**config.mk**
```make
export PLATFORM = sky130hd
export DESIGN_NAME = uart_rx_controller
export DESIGN_NICKNAME = d
export VERILOG_FILES = /design/src/rtl/uart_rx_controller.sv
export SDC_FILE = /design/constraint.sdc
export NUM_CORES = 1
export LEC_CHECK = 0
export BUFFER_PORTS_ARGS = -buffer_cell sky130_fd_sc_hd__buf_4
export CAP_MARGIN = 20
export CORE_UTILIZATION = 54
export CTS_BUF_LIST = sky130_fd_sc_hd__clkbuf_8
export CTS_CLUSTER_SIZE = 25
export DETAILED_ROUTE_END_ITERATION = 6
export HOLD_SLACK_MARGIN = 0.1
export PLACE_DENSITY = 0.77
export SLEW_MARGIN = 10
export SYNTH_ARGS = -nofsm -noshare
export SYNTH_HDL_FRONTEND = slang
export SYNTH_SLANG_ARGS = --single-unit
```
**constraint.sdc**
```tcl
create_clock -name clock -period 2.2 [get_ports clock]
set_clock_uncertainty 0.2 [all_clocks]
set_input_delay 0.44 -clock clock [delete_from_list [all_inputs] [get_ports clock]]
set_output_delay 0.44 -clock clock [all_outputs]
set_load 0.01 [all_outputs]
```
**src/rtl/uart_rx_controller.sv**
```systemverilog
// uart_rx_controller
//   UART receive sequencer. Synchronises the raw rx line, detects the falling
//   start edge, times mid-bit sampling with a down-counter, deserialises an
//   LSB-first frame, checks the stop bit and hands good bytes to a one-entry
//   valid/ready holding buffer. Keeps 12-bit wrapping frame/error counters.
//
// Ports
//   clock          system clock
//   reset_n        asynchronous active-low reset
//   rx             raw asynchronous UART line (idle high)
//   byte_data      received byte, held while byte_valid is 1
//   byte_valid     byte_data holds an unconsumed byte
//   byte_ready     consumer accepts byte_data when byte_valid & byte_ready
//   busy           frame in progress
//   framing_error  1-cycle pulse: stop bit sampled 0
//   overrun        1-cycle pulse: good frame dropped, buffer full
//   frame_count    good frames received (wraps)
//   error_count    framing errors plus overruns (wraps)

module uart_rx_controller #(
  parameter int clocks_per_bit = 434,
  parameter int data_width     = 8,
  parameter int sync_stages    = 2
) (
  input  logic                  clock,
  input  logic                  reset_n,
  input  logic                  rx,
  output logic [data_width-1:0] byte_data,
  output logic                  byte_valid,
  input  logic                  byte_ready,
  output logic                  busy,
  output logic                  framing_error,
  output logic                  overrun,
  output logic [11:0]           frame_count,
  output logic [11:0]           error_count
);

  localparam int CW = $clog2(clocks_per_bit);
  localparam int IW = (data_width > 1) ? $clog2(data_width) : 1;
  localparam logic [CW-1:0] HALF_LOAD = CW'(clocks_per_bit / 2 - 1);
  localparam logic [CW-1:0] FULL_LOAD = CW'(clocks_per_bit - 1);
  localparam logic [IW-1:0] LAST_BIT  = IW'(data_width - 1);

  typedef enum logic [1:0] {
    IDLE  = 2'd0,
    START = 2'd1,
    DATA  = 2'd2,
    STOP  = 2'd3
  } state_t;

  state_t                 state;
  logic [sync_stages-1:0] sync_reg;
  logic                   prev_reg;
  logic [CW-1:0]          cnt;
  logic [IW-1:0]          bit_idx;
  logic [data_width-1:0]  shift_reg;

  logic rxs;
  logic start_edge;
  logic sample;
  logic accept;

  assign rxs        = sync_reg[sync_stages-1];
  assign start_edge = prev_reg & ~rxs;
  assign sample     = (cnt == '0);
  assign accept     = byte_valid & byte_ready;
  // state is itself a register, so busy carries no combinational path from rx.
  assign busy       = (state != IDLE);

  always_ff @(posedge clock or negedge reset_n) begin
    if (!reset_n) begin
      // Synchroniser and edge history reset to the idle (high) level so that
      // leaving reset never looks like a start edge.
      sync_reg      <= '1;
      prev_reg      <= 1'b1;
      state         <= IDLE;
      cnt           <= '0;
      bit_idx       <= '0;
      shift_reg     <= '0;
      byte_data     <= '0;
      byte_valid    <= 1'b0;
      framing_error <= 1'b0;
      overrun       <= 1'b0;
      frame_count   <= '0;
      error_count   <= '0;
    end else begin
      sync_reg      <= {sync_reg[sync_stages-2:0], rx};
      prev_reg      <= rxs;
      framing_error <= 1'b0;
      overrun       <= 1'b0;

      // A delivery later in this block overrides this clear.
      if (accept) begin
        byte_valid <= 1'b0;
      end

      case (state)
        IDLE: begin
          // Only the 1->0 transition starts a frame; a held-low line is ignored.
          if (start_edge) begin
            state <= START;
            cnt   <= HALF_LOAD;
          end
        end

        START: begin
          if (sample) begin
            if (!rxs) begin
              state   <= DATA;
              bit_idx <= '0;
              cnt     <= FULL_LOAD;
            end else begin
              state <= IDLE;   // glitch shorter than half a bit
            end
          end else begin
            cnt <= cnt - CW'(1);
          end
        end

        DATA: begin
          if (sample) begin
            // Shift right so that after data_width samples bit k sits at k.
            shift_reg <= {rxs, shift_reg[data_width-1:1]};
            cnt       <= FULL_LOAD;
            if (bit_idx == LAST_BIT) begin
              state <= STOP;
            end else begin
              bit_idx <= bit_idx + IW'(1);
            end
          end else begin
            cnt <= cnt - CW'(1);
          end
        end

        STOP: begin
          if (sample) begin
            state <= IDLE;
            if (rxs) begin
              frame_count <= frame_count + 12'd1;
              if (!byte_valid || byte_ready) begin
                byte_data  <= shift_reg;
                byte_valid <= 1'b1;
              end else begin
                overrun     <= 1'b1;
                error_count <= error_count + 12'd1;
              end
            end else begin
              framing_error <= 1'b1;
              error_count   <= error_count + 12'd1;
            end
          end else begin
            cnt <= cnt - CW'(1);
          end
        end

        default: state <= IDLE;
      endcase
    end
  end

endmodule

```
# After elaboration in Yosys (flattened, before gate mapping)

Cells that the tools add are included.

Output and inout port bits: 36
Bits in registers: 60
Input bits: 4
Logic and storage cells: 78

Bitwise gates (word level): 3
$add $sub $neg: 4
Mux-type cells: 32
Reduce and logical (&&, ||, !) cells: 13
Equality and inequality tests: 14

Operators by type and width:

| kind                                                | number |
|---|---|
| 2-to-1 mux 9 bit                                    | 5 |
| one-hot mux 9 bit (4 select lines)                  | 1 |
| adder 12 x 1 -> 12 bit, second input constant       | 2 |
| 2-to-1 mux 12 bit                                   | 2 |
| inequality test 2 bit, second input constant        | 9 |
| 2-to-1 mux 1 bit                                    | 12 |
| 2-to-1 mux 2 bit                                    | 6 |
| 2-to-1 mux 3 bit                                    | 4 |
| AND reduction 5 bit                                 | 2 |
| logical NOT 9 bit                                   | 1 |
| AND reduction 3 bit                                 | 3 |
| subtractor 9 x 1 -> 9 bit, second input constant    | 1 |
| one-hot mux 2 bit (4 select lines)                  | 1 |
| one-hot mux 3 bit (2 select lines)                  | 1 |
| equality test 2 bit, second input constant          | 2 |
| AND reduction 4 bit                                 | 1 |
| nonzero test 2 bit                                  | 2 |
| adder 3 x 1 -> 3 bit, second input constant         | 1 |
| equality test 3 bit, second input constant          | 1 |
| inequality test 3 bit, second input constant        | 1 |
| bitwise AND 1 bit                                   | 2 |
| equality test 2 x 1 -> 1 bit, second input constant | 1 |
| logical NOT 2 bit                                   | 1 |
| AND reduction 2 bit                                 | 1 |
| 3 further kinds                                     | 3 |

# Longest topological paths before layout

Gate-level depths: netlist of the first run.

Depth in word-level cells: 6
Depth in mapped cells: 8
Gate-level depth less buffers: 6

# Worst setup path after synthesis of the first run

No wires, ideal clock.

Path type: reg-to-reg
Start: register cnt[0]
End: register byte_data[0]
Buffers on the path: 1
Data required time: 1.875 ns
Setup slack: 0.040 ns
Cell stages (with the launch flop): 8
Data arrival time: 1.835 ns
Clock period less this slack: 2.160 ns
Setup time: 0.125 ns
Cell sequence: dfrtp_1 -> inv_1 -> ha_1 -> or3b_1 -> buf_6 -> nor3_4 -> nand2_4 -> mux2_4

Longest elaborated chain between the ends: 2

Ends and longest elaborated chain:

| what                                 | RTL line | text |
|---|---|---|
| from (decl)                          | 54       | `logic [CW-1:0] cnt;` |
| from (signal assigned)               | 116      | `cnt <= cnt - CW'(1);` |
| from (signal assigned)               | 131      | `cnt <= cnt - CW'(1);` |
| from (signal assigned)               | 152      | `cnt <= cnt - CW'(1);` |
| logical NOT 9 bit                    | 65       | `assign sample = (cnt == '0);` |
| AND reduction 4 bit (no source line) | n/a      |  |
| to (signal assigned)                 | 141      | `byte_data <= shift_reg;` |
| to (decl)                            | 28       | `output logic [data_width-1:0] byte_data,` |

Every way passes these cells.
A chain may end at the register's enable or synchronous reset.

# Worst setup path in the final report of the first run

Start: register cnt[0]
End: register cnt[0]

Longest elaborated chain between the ends: 3
Elaborated cells between the ends (all ways): 9
Those cells by class: add/sub (1); eq/ne (2); mux (4); reduce/logical (2)

Ends and longest elaborated chain:

| what                                                                             | RTL line | text |
|---|---|---|
| subtractor 9 x 1 -> 9 bit / logical NOT 9 bit (equally long branches)            | n/a      |  |
| 2-to-1 mux 9 bit (tied with other cells)                                         | 136      | `if (sample) begin` |
| one-hot mux 9 bit (4 select lines) / AND reduction 3 bit (equally long branches) | n/a      |  |

Several ways; a longest one is shown, not always the timed one. The select of a mux whose other input is x is not followed.

==> key figures, run 1 <==
Finish
  – # diodes: 0
  – # fillers: 378
  – Layout cells sized above 1: 36.3%
  – Nets: 342
  – Largest regs: error_count (12), frame_count (12), cnt (9)
  – Layout area overhead: 26.8%

Logic synthesis
  – Post-synthesis mux area share: 8.03%
  – Warnings from Yosys: 0
  – Post-synthesis register bit count: 60
  – Post-synth EDFFs: 0
  – Xor/xnor share of the synthesized area: 6.41%
  – Unique cell type count in the Yosys netlist: 56
  – Seq/Total Area, Yosys: 50.1%
  – Largest family of logic cells by synthesized area: simple AND/OR/NAND/NOR gates
  – Cell count after synthesis: 262
  – Synth Area in Adders: 4.16%
  – Post-Syn Area: 3010 um^2
  – Synth Flop Type: dfrtp_1
  – Simple-gate share of the synthesized area: 18.8%
  – Syn_area_per_cell: 11.5 um^2
  – Synth Net Count: 276
  – Synth Area in Compound Gates: 9.53%
  – Asr flop ratio synth: 100%

Floorplanning
  – DIE WIDTH: 76.6 um
  – Boundary pin count: 40
  – Initial core utilization: 57.4%
  – Core area: 5240 um^2
  – DIE AREA: 5870 um^2
  – FP Rows: 26
  – Die Height: 76.6 um

Job
  – Max_cap viols: 0

Routing
  – Vias: 2,262
  – WL final: 6050 um
  – TritonRoute pass-1 iters: 4
  – DR vias/cell: 5.61
  – WL/cell: 15.0 um
  – Starting DRC count in detailed routing: 113
  – Drt drc: 0
  – Post-DRT Antenna Nets: 0

Clocking
  – Num CTS Buffers: 9
  – Worst-Skew Late Latency: 0.34 ns
  – Max clock buf depth: 2
  – CTS tree: built
  – CTS root buf: clkbuf_8
  – Clock sink total: 60
  – CTS H-tree lvls: 3
  – Reg clk slew, reported paths: 0.07 ns

Timing
  – RSZ-0062 raised after global routing: true
  – Final hold vios: 0
  – Final setup viols: 0
  – Hold slack: 0.160 ns
  – Worst slew pin tran: 0.725 ns
  – Final Slew Violations: 0
  – FMAX: 0.456 GHz
  – Slew HR: 51.7%
  – Min Tclk post-route: 2.19 ns
  – Setup TNS: 0 ns
  – Period utilization: 99.6%

Placement
  – I/O Buffers: 39
  – DP HPWL: 4100 um
  – GP Congestion: 0.884

Critical path
  – Critical path fanouts, max: 3
  – Crit path kind: register to register
  – Worst reg2reg path startpoint: cnt[0]$_DFFE_PN0P_
  – Crit path arrival time: 2.22 ns
  – Required @ worst endpoint: 2.23 ns
  – End of the critical path: cnt[0]$_DFFE_PN0P_
  – Worst reg2reg endpoint: cnt[0]$_DFFE_PN0P_
  – CP Capture Type: register
  – Startpoint Class: register
  – R2R setup slack: 0.008 ns
  – FF-to-FF path depth: 10
  – Critical Path Start: cnt[0]$_DFFE_PN0P_

Global routing
  – GRT Total Usage: 22.4%
  – First-pass GRT wire length: 10,100 um
  – Largest net degree at the start of global routing: 61
  – Grt ovf: 0
  – Vias in the first global route: 2,146
  – Initial antenna violation count: 0

Pwr
  – Pleak: 1.89 nW
  – Max IR drop VDD: 0.000808 V
  – Pwr per Cell Area: 1030 nW/um^2

Outcome
  – Status: complete, no violations

Worst hold path
  – Hold WC Path Type: register to register
==> cells in the final DEF, fill, tap and decap left out, drive strengths merged, types with 5 or more instances in the layout <==
cell type / instances
o21ai: 7
ha: 10
buf: 60
xor2: 8
nand4: 8
mux2: 17
nor2: 12
nor3: 11
dfrtp: 57
inv: 14
nand3: 12
nor4: 5
xnor2: 14
clkbuf: 10
nand2: 16
==> power by group <==
group | total (W) | switching [W] | internal (W)
Clock | 0.000989 | 0.000438 | 0.000551
Sequential | 0.00136 | 0.000142 | 0.00122
Combinational | 0.00156 | 0.000857 | 0.000704
==> logic make-up (layout without fill, tap and decap cells) <==
kind of cell,Yosys count,count (layout)
fa+ha+maj,10,10
xor+xnor,22,22
flops,60,60
compound gates,40,40
mux,19,19
simple gates,90,90
buf+inv,21,92
==> worst min path at each step <==
| stage | from | to | slack (ns) | cells past startpoint |
|---|---|---|---|---|
| 2_1_floorplan | reset_n | async pin | -0.06 | 0 |
| 3_3_place_gp | sync_reg[0]$_DFF_PN1_ | sync_reg[1]$_DFF_PN1_ | 0.15 | 0 |
| 3_5_place_dp | sync_reg[0]$_DFF_PN1_ | sync_reg[1]$_DFF_PN1_ | 0.15 | 0 |
| 4_1_cts | sync_reg[0]$_DFF_PN1_ | sync_reg[1]$_DFF_PN1_ | 0.16 | 0 |
| 5_1_grt | sync_reg[0]$_DFF_PN1_ | sync_reg[1]$_DFF_PN1_ | 0.16 | 0 |
| 6_report | sync_reg[0]$_DFF_PN1_ | sync_reg[1]$_DFF_PN1_ | 0.16 | 0 |
==> final cells by class <==
cell class	instances	area (um^2)	share of cell area (%)
Tap cell	70	87.6	2.30
Inverter	14	52.6	1.38
Timing Repair Buffer	62	474	12.4
Multi-Input combinational cell	181	1490	39.1
Clock inverter	6	63.8	1.67
Clock buffer	10	138	3.61
Sequential cell	60	1510	39.5
==> what timing repair did <==
item                       CTS  global route
gates resized for setup      3            16
pin swaps                    0             4
buffers inserted             3             4
setup endpoints to repair   19            22
hold buffers                 2             0
hold endpoints to repair    58             0
==> Yosys cell counts, types with 4 or more instances <==
master    number  area share [%]
or2_2          4            0.83
a21o_1         4             1.0
inv_1         14             1.7
nand2_1       15             1.9
nor3_1        10             1.7
ha_1          10             4.2
xor2_1         8             2.3
nand2b_1       4            0.83
o21ai_0        7             1.2
o31ai_1        4             1.0
nand4_1        8             1.7
nand3_1       11             1.8
dfrtp_1       57              47
a21oi_1        4            0.67
mux2_4         8             4.0
mux2_2         9             3.4
xnor2_1       14             4.1
nor2_1        12             1.5
==> metrics by stage <==
step / total power (W) / setup slack [ns] / area (um^2) / std cells / utilization, %
2_1_floorplan: 0.00233 / 0.0400 / 3010 / 262 / -
3_3_place_gp: 0.00269 / -0.00210 / 3450 / 378 / 66.0
3_5_place_dp: 0.00271 / -0.0671 / 3450 / 378 / 66.0
4_1_cts: 0.00378 / 0.0270 / 3710 / 399 / 70.8
5_1_grt: 0.00415 / -0.0476 / 3810 / 403 / 72.8
6_report: 0.00391 / 0.00804 / 3810 / 403 / 72.8
==> metal layers <==
layer	GRT usage [%]	vias up	part of all wire (%)
li1	-	1081	-
met1	28.9	1112	44
met2	33.7	57	48
met3	9.34	12	5.1
met4	8.08	0	2.2
met5	0	-	0
==> critical path: stages (launching register included) <==
cell and delay [ns]:
dfrtp_1 0.36, inv_2 0.04, ha_1 0.19, buf_4 0.15, nor4b_4 0.13, buf_4 0.16
buf_4 0.15, buf_4 0.13, nand4_1 0.08, or3b_4 0.37, o2bb2ai_1 0.12
Power figures use the tool's default switching activity.
==> run 2: changes to the inputs <==
--- a/config.mk
+++ b/config.mk
@@ -5,6 +5,8 @@
 export SDC_FILE = /design/constraint.sdc
 export NUM_CORES = 1
 export LEC_CHECK = 0
+export ABC_AREA = 1
+export ABC_CLOCK_PERIOD_IN_PS = 2200
 export BUFFER_PORTS_ARGS = -buffer_cell sky130_fd_sc_hd__buf_4
 export CAP_MARGIN = 20
 export CORE_UTILIZATION = 54
@@ -12,7 +14,7 @@
 export CTS_CLUSTER_SIZE = 25
 export DETAILED_ROUTE_END_ITERATION = 6
 export HOLD_SLACK_MARGIN = 0.1
-export PLACE_DENSITY = 0.77
+export PLACE_DENSITY_LB_ADDON = 0.2
 export SLEW_MARGIN = 10
 export SYNTH_ARGS = -nofsm -noshare
 export SYNTH_HDL_FRONTEND = slang
==> key figures, run 2 <==
Finish
  – Commonest cells after routing, fill and taps aside: 127 x nand2_1, 57 x dfrtp_1, 51 x inv_1
  – Nets: 457 (+34%)
  – Layout area overhead: 18.8%
  – Commonest non-fill, non-tap cell in the layout: nand2_1
  – Largest regs: error_count (12), frame_count (12), cnt (9)
  – Layout cells sized above 1: 17.0% (-19 points)
  – # diodes: 0 (unchanged)

Logic synthesis
  – Synth top area cells: dfrtp_1 45%, nand2_1 15%, inv_1 5.6%
  – Commonest cells post-synth: 127 x nand2_1, 57 x dfrtp_1, 47 x inv_1
  – Post-synth EDFFs: 0 (unchanged)
  – Post-synthesis register bit count: 60 (unchanged)
  – Leading area contributor after synthesis: dfrtp_1
  – Syn_area_per_cell: 8.07 um^2 (-30%)
  – Synth Flop Type: dfrtp_1
  – Asr flop ratio synth: 100% (unchanged)
  – Count leader, synth: nand2_1
  – Seq/Total Area, Yosys: 47.7% (-2.3 points)
  – Cell count after synthesis: 391 (+49%)
  – Synth Net Count: 405 (+47%)
  – Post-Syn Area: 3150 um^2 (+4.9%)
  – Area fraction of the dominant cell type after synthesis: 45.2% (-2.2 points)
  – Unique cell type count in the Yosys netlist: 28 (-50%)
  – Warnings from Yosys: 0 (unchanged)

Global routing
  – Grt ovf: 0 (unchanged)
  – Vias in the first global route: 2,409 (+12%)
  – GRT Total Usage: 21.6% (-0.82 points)
  – Initial antenna violation count: 0 (unchanged)
  – Largest net degree at the start of global routing: 61 (unchanged)
  – First-pass GRT wire length: 10,200 um (+0.82%)

Routing
  – TritonRoute pass-1 iters: 4 (unchanged)
  – Post-DRT Antenna Nets: 0 (unchanged)
  – Starting DRC count in detailed routing: 90 (-20%)
  – DR vias/cell: 4.93 (-12%)
  – WL final: 6000 um (-0.81%)
  – Vias: 2,561 (+13%)
  – Drt drc: 0 (unchanged)
  – WL/cell: 11.5 um (-23%)

Timing
  – Final Slew Violations: 0 (unchanged)
  – Min Tclk post-route: 1.97 ns (-0.220 ns)
  – Setup ws final: 0.228 ns (+0.220 ns)
  – Slew HR: 51.3% (-0.37 points)
  – Final hold vios: 0 (unchanged)
  – RSZ-0062 raised after global routing: false
  – Setup TNS: 0 ns (unchanged)
  – Period utilization: 89.6% (-10 points)
  – Final setup viols: 0 (unchanged)
  – Worst slew pin tran: 0.730 ns (+0.00555 ns)
  – FMAX: 0.507 GHz (+11%)

Critical path
  – Crit path arrival time: 1.33 ns (-0.89 ns)
  – Required @ worst endpoint: 1.56 ns (-0.67 ns)
  – Critical path fanouts, max: 5 (+2)
  – CP Capture Type: output pin
  – Crit path kind: register to output pin
  – Startpoint Class: register

Pwr
  – Sw Share: 32.4% (-4.4 points)
  – Pwr per Cell Area: 803 nW/um^2 (-22%)
  – Flop pwr share: 42.5% (+7.7 points)
  – P_int: 0.00204 W (-18%)
  – Gate power share: 25.0% (-15 points)
  – Pleak: 1.96 nW (+3.5%)
  – Clock power frac: 32.6% (+7.3 points)
  – Max IR drop VDD: 0.000588 V (-27%)
  – Net switching power: 0.000974 W (-32%)

Clocking
  – CTS root buf: clkbuf_8
  – Clock sink total: 60 (unchanged)
  – Max clock buf depth: 2 (unchanged)
  – Num CTS Buffers: 9 (unchanged)
  – Post_cts resized: 0 (-3)
  – CTS H-tree lvls: 3 (unchanged)
  – CTS tree: built
  – Reg clk slew, reported paths: 0.06 ns (about the same)
  – Post-CTS setup buffers: 0 (-3)
  – Worst-Skew Late Latency: 0.34 ns (about the same)
  – Hold buffer count at CTS: 2 (unchanged)

Floorplanning
  – Boundary pin count: 40 (unchanged)
  – FP Rows: 27 (+3.8%)
  – Initial core utilization: 56.6% (-0.82 points)
  – DIE AREA: 6150 um^2 (+4.8%)
  – Die Height: 78.4 um (+2.4%)
  – DIE WIDTH: 78.4 um (+2.4%)
  – Core area: 5570 um^2 (+6.4%)

Job
  – Max_cap viols: 0 (unchanged)

Placement
  – DP HPWL: 4380 um (+6.9%)
  – DP Worst Slack: 0.270 ns (+0.337 ns)
  – I/O Buffers: 39 (unchanged)
  – GP Congestion: 0.877 (-0.79%)

Worst hold path
  – Hold WC Path Type: register to register

Outcome
  – Status: complete, no violations
[run 2: changes by cell type after synthesis, sizes merged, moves of 4 or more]
| cell | delta |
|---|---|
| o21ai | +19 |
| or2 | -4 |
| o31ai | -4 |
| a21o | -4 |
| inv | +37 |
| nor2 | +27 |
| nor4 | -4 |
| nand3 | +9 |
| xnor2 | -6 |
| mux2 | -17 |
| nand2b | -4 |
| nand2 | +117 |
[run 2: cells by family after synthesis]
group | count (synthesis) | synth area share, %
buf+inv | 55 | 7.22
fa+ha+maj | 10 | 3.97
compound gates | 34 | 5.71
simple gates | 213 | 30.1
xor+xnor | 19 | 5.28
flops | 60 | 47.7
[run 2: metrics by stage]
stage | instance area [um^2] | utilization [%] | cells | hold slack (ns) | total power [W]
floorplan | 3150 | - | 391 | -0.0556 | 0.00186
global placement | 3530 | 63.3 | 502 | 0.147 | 0.00202
detailed placement | 3530 | 63.3 | 502 | 0.151 | 0.00204
CTS | 3750 | 67.2 | 520 | 0.162 | 0.00303
global route | 3750 | 67.2 | 520 | 0.164 | 0.00320
finish | 3750 | 67.2 | 520 | 0.162 | 0.00301
[run 2: layout make-up]
type	instances	area, um^2
Timing Repair Buffer	43	328
Fill cell	487	1830
Tap cell	72	90.1
Clock buffer	11	151
Sequential cell	60	1510
Multi-Input combinational cell	276	1420
Inverter	53	205
Clock inverter	5	45.0
[run 2: final timing paths]
path	start	to	slack [ns]	cells after the start
max	state[0]$_DFFE_PN0P_	busy	0.23	4
max reg2reg	cnt[0]$_DFFE_PN0P_	error_count[1]$_DFFE_PN0P_	0.24	10
max in group asynchronous	reset_n	bit_idx[1]$_DFFE_PN0P_	0.81	2
min	sync_reg[0]$_DFF_PN1_	sync_reg[1]$_DFF_PN1_	0.16	0
min reg2reg	sync_reg[0]$_DFF_PN1_	sync_reg[1]$_DFF_PN1_	0.16	0
min in group asynchronous	reset_n	frame_count[4]$_DFFE_PN0P_	0.50	2
[run 2: critical path, cell delays in order (launching register included)]
cell and delay (ns):
dfrtp_1 0.44, inv_1 0.15, ha_1 0.22, inv_1 0.05, buf_4 0.14
[run 2: power groups by stage]
stage	combinational (W)	sequential [W]	clock, W
finish	0.000751	0.00128	0.000980
floorplan	0.000576	0.00128	0
global placement	0.000736	0.00129	0
global route	0.000867	0.00129	0.00104
detailed placement	0.000748	0.00129	0
CTS	0.000755	0.00128	0.00100
[run 2: layer usage]
layer,part of all wire (%),track usage [%],routed length [um]
met1,47,27.4,2820
met2,47,34.2,2810
met3,3.2,3.84,195
met4,2.9,13.5,173
met5,0,0,0
